[src/rtl/btb_param.sv]
// Direct-mapped branch target buffer with per-entry saturating counters and mispredict/flush generation.
// Optional statistics counters are enabled by defining BTB_STATS_EN.
module btb_param #(
  parameter int PC_W    = 16,
  parameter int ENTRIES = 16,
  parameter int CTR_W   = 2
) (
  input  logic            clk,
  input  logic            rst,
  input  logic [PC_W-1:0] fetch_pc,
  output logic            btb_prediction,
  output logic [PC_W-1:0] btb_target,
  input  logic            ex_valid,
  input  logic            ex_is_branch,
  input  logic [PC_W-1:0] ex_pc,
  input  logic            ex_taken,
  input  logic [PC_W-1:0] ex_target,
  input  logic            ex_pred_taken,
  input  logic [PC_W-1:0] ex_pred_target,
  output logic            flush,
  output logic [PC_W-1:0] redirect_pc,
  output logic            r_nop
`ifdef BTB_STATS_EN
  ,
  output logic [15:0]     stat_lookups,
  output logic [15:0]     stat_hits,
  output logic [15:0]     stat_mispredicts
`endif
);

  localparam int IDX_W = $clog2(ENTRIES);
  localparam int TAG_W = PC_W - IDX_W;
  localparam logic [CTR_W-1:0] CTR_MAX = {CTR_W{1'b1}};
  localparam logic [CTR_W-1:0] CTR_WT  = CTR_W'(1 << (CTR_W - 1));
  localparam logic [CTR_W-1:0] CTR_WNT = CTR_WT - CTR_W'(1);

  logic             r_valid [ENTRIES];
  logic [TAG_W-1:0] r_tag   [ENTRIES];
  logic [PC_W-1:0]  r_tgt   [ENTRIES];
  logic [CTR_W-1:0] r_ctr   [ENTRIES];

  logic [IDX_W-1:0] w_f_idx;
  logic [TAG_W-1:0] w_f_tag;
  logic             w_f_hit;
  logic [IDX_W-1:0] w_ex_idx;
  logic [TAG_W-1:0] w_ex_tag;
  logic             w_ex_hit;
  logic             w_br_mis;

  function automatic logic [CTR_W-1:0] ctr_inc(input logic [CTR_W-1:0] c);
    if (c == CTR_MAX) return c;
    else              return c + CTR_W'(1);
  endfunction

  function automatic logic [CTR_W-1:0] ctr_dec(input logic [CTR_W-1:0] c);
    if (c == CTR_W'(0)) return c;
    else                return c - CTR_W'(1);
  endfunction

  assign w_f_idx  = fetch_pc[IDX_W-1:0];
  assign w_f_tag  = fetch_pc[PC_W-1:IDX_W];
  assign w_ex_idx = ex_pc[IDX_W-1:0];
  assign w_ex_tag = ex_pc[PC_W-1:IDX_W];

  // Fetch-side lookup; reads pre-update table contents (no bypass).
  always_comb begin
    w_f_hit        = r_valid[w_f_idx] && (r_tag[w_f_idx] == w_f_tag);
    btb_prediction = w_f_hit && r_ctr[w_f_idx][CTR_W-1];
    if (btb_prediction) btb_target = r_tgt[w_f_idx];
    else                btb_target = fetch_pc + PC_W'(1);
  end

  // Execute-side mispredict detection and redirect target.
  always_comb begin
    w_ex_hit = r_valid[w_ex_idx] && (r_tag[w_ex_idx] == w_ex_tag);
    w_br_mis = ex_is_branch &&
               ((ex_pred_taken != ex_taken) || (ex_taken && (ex_pred_target != ex_target)));
    flush    = ex_valid && (w_br_mis || (!ex_is_branch && ex_pred_taken));
    if (!flush)                       redirect_pc = {PC_W{1'b0}};
    else if (ex_taken && ex_is_branch) redirect_pc = ex_target;
    else                              redirect_pc = ex_pc + PC_W'(1);
  end

  // Table update from resolved branches; reset dominates any update.
  always_ff @(posedge clk) begin
    if (rst) begin
      for (int i = 0; i < ENTRIES; i++) begin
        r_valid[i] <= 1'b0;
        r_ctr[i]   <= CTR_WNT;
      end
    end else if (ex_valid && ex_is_branch) begin
      if (w_ex_hit) begin
        if (ex_taken) begin
          r_ctr[w_ex_idx] <= ctr_inc(r_ctr[w_ex_idx]);
          r_tgt[w_ex_idx] <= ex_target;
        end else begin
          r_ctr[w_ex_idx] <= ctr_dec(r_ctr[w_ex_idx]);
        end
      end else if (ex_taken) begin
        r_valid[w_ex_idx] <= 1'b1;
        r_tag[w_ex_idx]   <= w_ex_tag;
        r_tgt[w_ex_idx]   <= ex_target;
        r_ctr[w_ex_idx]   <= CTR_WT;
      end else begin
        r_valid[w_ex_idx] <= r_valid[w_ex_idx];
      end
    end else if (ex_valid && ex_pred_taken && w_ex_hit) begin
      // A non-branch that hit in the table is a stale entry; drop it.
      r_valid[w_ex_idx] <= 1'b0;
    end else begin
      r_valid[w_ex_idx] <= r_valid[w_ex_idx];
    end
  end

  // Bubble request follows flush by one cycle.
  always_ff @(posedge clk) begin
    if (rst) r_nop <= 1'b0;
    else     r_nop <= flush;
  end

`ifdef BTB_STATS_EN
  logic [15:0] r_stat_lookups;
  logic [15:0] r_stat_hits;
  logic [15:0] r_stat_mis;

  function automatic logic [15:0] sat_inc16(input logic [15:0] v);
    if (v == 16'hFFFF) return v;
    else               return v + 16'd1;
  endfunction

  // Saturating statistics counters.
  always_ff @(posedge clk) begin
    if (rst) begin
      r_stat_lookups <= 16'd0;
      r_stat_hits    <= 16'd0;
      r_stat_mis     <= 16'd0;
    end else begin
      r_stat_lookups <= sat_inc16(r_stat_lookups);
      if (btb_prediction) r_stat_hits <= sat_inc16(r_stat_hits);
      else                r_stat_hits <= r_stat_hits;
      if (flush) r_stat_mis <= sat_inc16(r_stat_mis);
      else       r_stat_mis <= r_stat_mis;
    end
  end

  assign stat_lookups     = r_stat_lookups;
  assign stat_hits        = r_stat_hits;
  assign stat_mispredicts = r_stat_mis;
`endif

endmodule

[config.mk]
export PLATFORM = sky130hd
export DESIGN_NAME = btb_param
export DESIGN_NICKNAME = d
export VERILOG_FILES = /design/src/rtl/btb_param.sv
export SDC_FILE = /design/constraint.sdc
export NUM_CORES = 1
export LEC_CHECK = 0
export CORE_ASPECT_RATIO = 0.6
export CORE_MARGIN = 2
export CORE_UTILIZATION = 54
export CTS_CLUSTER_SIZE = 24
export DETAILED_ROUTE_END_ITERATION = 8
export PLACE_DENSITY = 0.72
export SKIP_CTS_REPAIR_TIMING = 1
export SYNTH_ARGS = -nofsm -noshare
export SYNTH_HDL_FRONTEND = slang
export SYNTH_SLANG_ARGS = --single-unit
export TNS_END_PERCENT = 50
[constraint.sdc]
create_clock -name clk -period 11.3 [get_ports clk]
set_clock_uncertainty 0.2 [all_clocks]
set_input_delay 2.825 -clock clk [delete_from_list [all_inputs] [get_ports clk]]
set_output_delay 2.825 -clock clk [all_outputs]
set_load 0.03 [all_outputs]
==> results of run 1 <==
[cell usage in the layout, fill, tap and decap left out, types with 5 or more instances in the layout]
cell type        netlist  final
nand2_1               60     60
mux4_2               177    177
a221oi_1               5      5
clkinv_1               1      5
and2_1                17     17
clkbuf_1              43     14
a2bb2oi_1             16     16
a211oi_1              17     16
a22oi_1               13     13
nor3_1                 9      9
mux2_2                10     10
inv_1                 24     24
nand2b_1               6      6
and3_1                13     13
o21ai_0               10     10
nand4_1                9      9
o2bb2ai_1             16     16
nor2b_1                6      6
nand3_1               30     30
o22ai_1               16     16
clkbuf_16              0     45
edfxtp_1             496    496
xnor2_1               40     40
bufinv_16              0      5
o211ai_1               6      6
or3_1                 16     16
clkdlybuf4s50_1        0     97
xor2_1                23     23
mux2_4                 9      9
mux2i_1               55     55
o22a_1                16     16
ha_1                   5      5
a311o_1               16     16
nor2_1                53     51
buf_4                  6     52
[critical path, stage by stage]
cell and delay (ns):
clkbuf_8 0.51, mux4_4 0.71, mux4_2 0.48, xnor2_1 0.32, nand3_1 0.13, or4b_1 0.47, or4b_1 0.95, mux2_4 0.46
clkdlybuf4s50_1 0.60
[final cells by class]
type / count / area (um^2)
Antenna cell: 3 / 7.507
Clock buffer: 61 / 1206
Clock inverter: 16 / 210.2
Fill cell: 2916 / 15800
Inverter: 25 / 93.84
Multi-Input combinational cell: 700 / 7821
Sequential cell: 497 / 14910
Tap cell: 570 / 713.2
Timing Repair Buffer: 154 / 1395
[logic make-up after synthesis]
family	after synthesis	synth area share (%)
flops	497	64.13
mux	256	21.13
simple gates	226	4.692
compound gates	150	5.122
buf+inv	117	2.281
xor+xnor	63	2.373
fa+ha+maj	5	0.2690
[per-stage QoR]
stage                     area (um^2)  setup slack (ns)
after floorplan                 23260             2.180
after global placement          24940            0.8708
after detailed placement        24940            0.8250
after CTS                       26350            0.8049
after global routing            26350            0.5884
final                           26360            0.7956
[how the worst max path moves through the flow]
stage | start | endpoint | slack [ns] | cells past startpoint
after floorplan | fetch_pc[0] | btb_target[0] | 2.18 | 11
after global placement | fetch_pc[0] | btb_target[9] | 0.87 | 9
after detailed placement | fetch_pc[0] | btb_target[8] | 0.83 | 9
after CTS | fetch_pc[0] | btb_target[9] | 0.80 | 9
after global routing | fetch_pc[0] | btb_target[15] | 0.59 | 11
final | fetch_pc[0] | btb_target[9] | 0.80 | 9
[power groups by stage]
stage / combinational, mW / clock [mW] / sequential [mW]
floorplan: 0.210 / 0 / 2.09
global placement: 0.346 / 0 / 2.09
detailed placement: 0.350 / 0 / 2.09
CTS: 0.353 / 1.53 / 2.05
global route: 0.375 / 1.59 / 2.05
finish: 0.355 / 1.52 / 2.05
[sequential cells by signal, indices dropped and copies added, names as in the netlist]
signal / flops
r_ctr: 32
r_nop: 1
r_tag: 192
r_valid: 16
r_tgt: 256
[per-layer routing]
layer	part of all wire (%)	routed length, um	up-vias	GRT usage, %
met2	44	27630	978	41.63
met1	40	25240	7049	42.26
met4	2.0	1243	0	6.743
met3	13	8301	90	8.142
li1	-	-	5643	-
met5	0	0	-	0
==> metrics.yaml, run 1 <==
detailed_routing:
  viasPerCell: 6.792
  postRouteWirelength_um: 62410
  vias: 13760
  first_pass_iters: 6
  wl_per_cell_um: 30.81
  initialDrtViolationCount: 2052
  drtAntennaViolNets: 0
  drcViolationCount: 0
die:
  initial_core_util_pct: 55.16
  rows: 58
  die_y_um: 164.8
  io-pin-count: 105
  dieArea_um2: 44800
  core_region_area_um2: 42160
  die_w_um: 271.9
grt:
  grt_pass1_vias: 13410
  grt_util_all_layers_pct: 28.33
  antenna_found_initial: 2
  overflow: 0
  grt_pass1_wl_um: 91210
  grt_max_degree: 63
yosys:
  ys_warn_count: 0
  synth.distinct_cells: 52
  netlist_top_cells_count: "edfxtp_1 (496), mux4_2 (177), nand2_1 (60), mux2i_1 (55), nor2_1 (53)"
  yosys_register_bits: 497
  seq_area_frac_synth_pct: 64.13
  syn_inst: 1314
  yosys_most_used_dff: "edfxtp_1"
  synth_nets: 1389
  synth_area_per_cell_um2: 17.70
  yosys.area.top_type_share_pct: 64.04
  synth_most_common_cell: "edfxtp_1"
  syn-cell-area_um2: 23260
  synth_area_leaders: "edfxtp_1 (64%), mux4_2 (17%), mux2i_1 (2.4%)"
  synth-edff-count: 496
  netlist.top_cell.by_area: "edfxtp_1"
  synthArstFlopShare_pct: 0
placement:
  gp_congestion: 0.9067
  placedCellCount: 1946
  dp_hpwl_um: 40330
  portBuffers: 104
clock_network:
  htreeDepth: 2
  clkSinkCount: 497
  insertion_delay_ns: 0.57
  root_buffer: "clkbuf_16"
  path_clk_slew_ns: 0.07
  cts.path.max_buffers: 3
  cts_tree: "done"
  cts-buffers-inserted: 44
timing:
  setup_tns_ns: 0
  post-route-period-util_pct: 92.96
  worst_pin_slew_ns: 1.133
  hold_slack_ns: 1.240
  clock.fmax_mhz: 95.20
  grt_setup_unrepaired: "no"
  period_minus_slack_ns: 10.50
  slew_violations: 0
  timing_hold_violations_final: 0
  finalSetupViolCount: 0
  relSlewSlack_pct: 24.39
finish:
  post-route-util_pct: 62.52
  area_delta_synth_final_pct: 13.35
  layout-drive-gt1-share_pct: 21.89
  num-nets-final: 1497
  fin_cells: 2026
critical_path:
  cp-start-kind: "input pin"
  required_ns: 8.28
  path_class: "in2out"
  r2r_cells: 10
  r2r_start: "r_tag[7][8]$_DFFE_PP_"
  cp.arrival_ns: 7.48
  worstSetupEndpointType: "output pin"
  path_max_fanout: 62
  r2r_end: "r_tag[13][9]$_DFFE_PP_"
  ff2ff_setup_slack_ns: 7.11
power_and_ir_drop:
  peakVddDrop_mv: 0.09894
  switching_share_pct: 22.11
  p_seq_share_pct: 52.3
  clock_power_share_pct: 38.7
  pwr-share-comb_pct: 9.0
  power_mw: 3.924
  power_leakage_nw: 8.618
  internal_power_mw: 3.056
  p_sw_uw: 867.4
  cellPowerDensity_nw_per_um2: 148.8
outcome:
  status: "finished clean"
flow_run:
  maxCapViolations: 0
worst_hold_path:
  hold_class: "reg2reg"
  holdPathEnd: "r_ctr[2][0]$_SDFFCE_PN1P_"
  holdPathStages: 5
  min_from: "r_ctr[3][0]$_SDFFCE_PN1P_"
Note: power is estimated with default switching activity, not from simulation.
==> run 2, diff against run 1 <==
CTS_CLUSTER_DIAMETER = 50   (was default)
SETUP_SLACK_MARGIN = 0.3   (was default)
==> metrics.yaml, run 2 (synthesized netlist as in run 1, its figures left out) <==
placement:
  placedCellCount: 1946
  dp_hpwl_um: 40330
  gp_congestion: 0.9067
  portBuffers: 104
worst_hold_path:
  hold_class: "reg2reg"
timing:
  finalSetupViolCount: 0
  worst_pin_slew_ns: 1.131
  post-route-period-util_pct: 92.76
  grt_setup_unrepaired: "no"
  clock.fmax_mhz: 95.40
  timing_hold_violations_final: 0
  slew_violations: 0
  period_minus_slack_ns: 10.48
  setup_tns_ns: 0
  relSlewSlack_pct: 24.50
grt:
  grt_pass1_vias: 13090
  grt_max_degree: 63
  grt_util_all_layers_pct: 27.77
  overflow: 0
  grt_pass1_wl_um: 89690
  antenna_found_initial: 2
detailed_routing:
  viasPerCell: 6.865
  drtAntennaViolNets: 0
  initialDrtViolationCount: 2117
  dr.max_layer_used: "met4"
  wl_met1_um: 25390
  dr_wl_met3_um: 7498
  drcViolationCount: 0
  vias: 13760
  dr_wl_met2_um: 27560
  wl_per_cell_um: 30.72
  first_pass_iters: 5
  postRouteWirelength_um: 61570
power_and_ir_drop:
  cellPowerDensity_nw_per_um2: 138.2
  peakVddDrop_mv: 0.1165
  power_leakage_nw: 8.411
flow_run:
  maxCapViolations: 0
die:
  io-pin-count: 105
  core_region_area_um2: 42160
  die_w_um: 271.9
  dieArea_um2: 44800
  initial_core_util_pct: 55.16
  die_y_um: 164.8
  rows: 58
finish:
  regMostFlops: "r_tgt"
  top_regs: "r_tgt: 256 flops, r_tag: 192 flops, r_ctr: 32 flops"
  num-nets-final: 1484
  largest_reg_flops: 256
  layout_commonest_cell: "edfxtp_1"
  fin_cells: 2004
  layout-drive-gt1-share_pct: 21.73
  most-common-layout-cells: "edfxtp_1 (496), mux4_2 (177), clkdlybuf4s50_1 (97)"
  area_delta_synth_final_pct: 11.59
clock_network:
  path_clk_slew_ns: 0.09
  cts_tree: "done"
  htreeDepth: 1
  root_buffer: "clkbuf_16"
  insertion_delay_ns: 0.60
  clkSinkCount: 497
  cts-buffers-inserted: 31
  cts.path.max_buffers: 3
critical_path:
  cp.arrival_ns: 7.46
  path_class: "in2out"
  worstSetupEndpointType: "output pin"
  cp-start-kind: "input pin"
  path_max_fanout: 62
  required_ns: 8.28
outcome:
  status: "finished clean"
[run 2: changes by cell type in the layout (fill, tap and decap cells not counted), moves of 3 or more]
| cell | change |
|---|---|
| bufinv_16 | -5 |
| clkbuf_1 | -13 |
| clkbuf_16 | -14 |
| clkinv_8 | +4 |
| clkinvlp_4 | +3 |
| inv_8 | +4 |
[run 2: per-layer routing]
layer | vias up | global-route usage (%)
li1 | 5612 | -
met1 | 7111 | 43.10
met2 | 955 | 41.13
met3 | 79 | 6.136
met4 | 0 | 5.020
met5 | - | 0
[run 2: final timing paths]
path | start | endpoint | slack (ns) | depth (start not counted)
max | fetch_pc[0] | btb_target[9] | 0.82 | 11
min | r_ctr[1][0]$_SDFFCE_PN1P_ | r_ctr[2][0]$_SDFFCE_PN1P_ | 1.24 | 5
min reg2reg | r_ctr[1][0]$_SDFFCE_PN1P_ | r_ctr[2][0]$_SDFFCE_PN1P_ | 1.24 | 5
max reg2reg | r_tag[7][8]$_DFFE_PP_ | r_tag[13][5]$_DFFE_PP_ | 7.14 | 10
[run 2: stage by stage]
step / hold WS, ns / worst slack, ns / total power, mW / util, % / area [um^2]
after floorplan: 0.9966 / 2.180 / 2.297 / - / 23260
after global placement: 1.204 / 0.8708 / 2.435 / 59.14 / 24940
after detailed placement: 1.214 / 0.8250 / 2.440 / 59.14 / 24940
after CTS: 1.238 / 0.8081 / 3.591 / 61.53 / 25940
after global routing: 1.286 / 0.5957 / 3.676 / 61.53 / 25940
final: 1.238 / 0.8178 / 3.587 / 61.55 / 25950
[run 2: worst max-delay path: stages]
cell and delay (ns):
clkbuf_8 0.51, buf_4 0.68, mux4_2 0.60, mux2i_1 0.14
mux2i_1 0.11, xnor2_1 0.21, nor2_1 0.16, nand2_1 0.06
or4b_1 0.97, mux2_4 0.47, clkdlybuf4s50_1 0.60
[run 2: area by class of cell]
type | instances | area [um^2]
sequential | 497 | 14910
clock inverter | 23 | 226.5
clock buffer | 32 | 779.5
multi-input combinational | 700 | 7821
tap | 570 | 713.2
timing repair buffer | 154 | 1395
fill | 2963 | 16210
inverter | 25 | 93.84
antenna | 3 | 7.507
[run 2: power breakdown]
part	internal (mW)	switching, mW	total (mW)
clock	0.531	0.653	1.18
sequential	2.04	0.00765	2.05
combinational	0.153	0.201	0.354
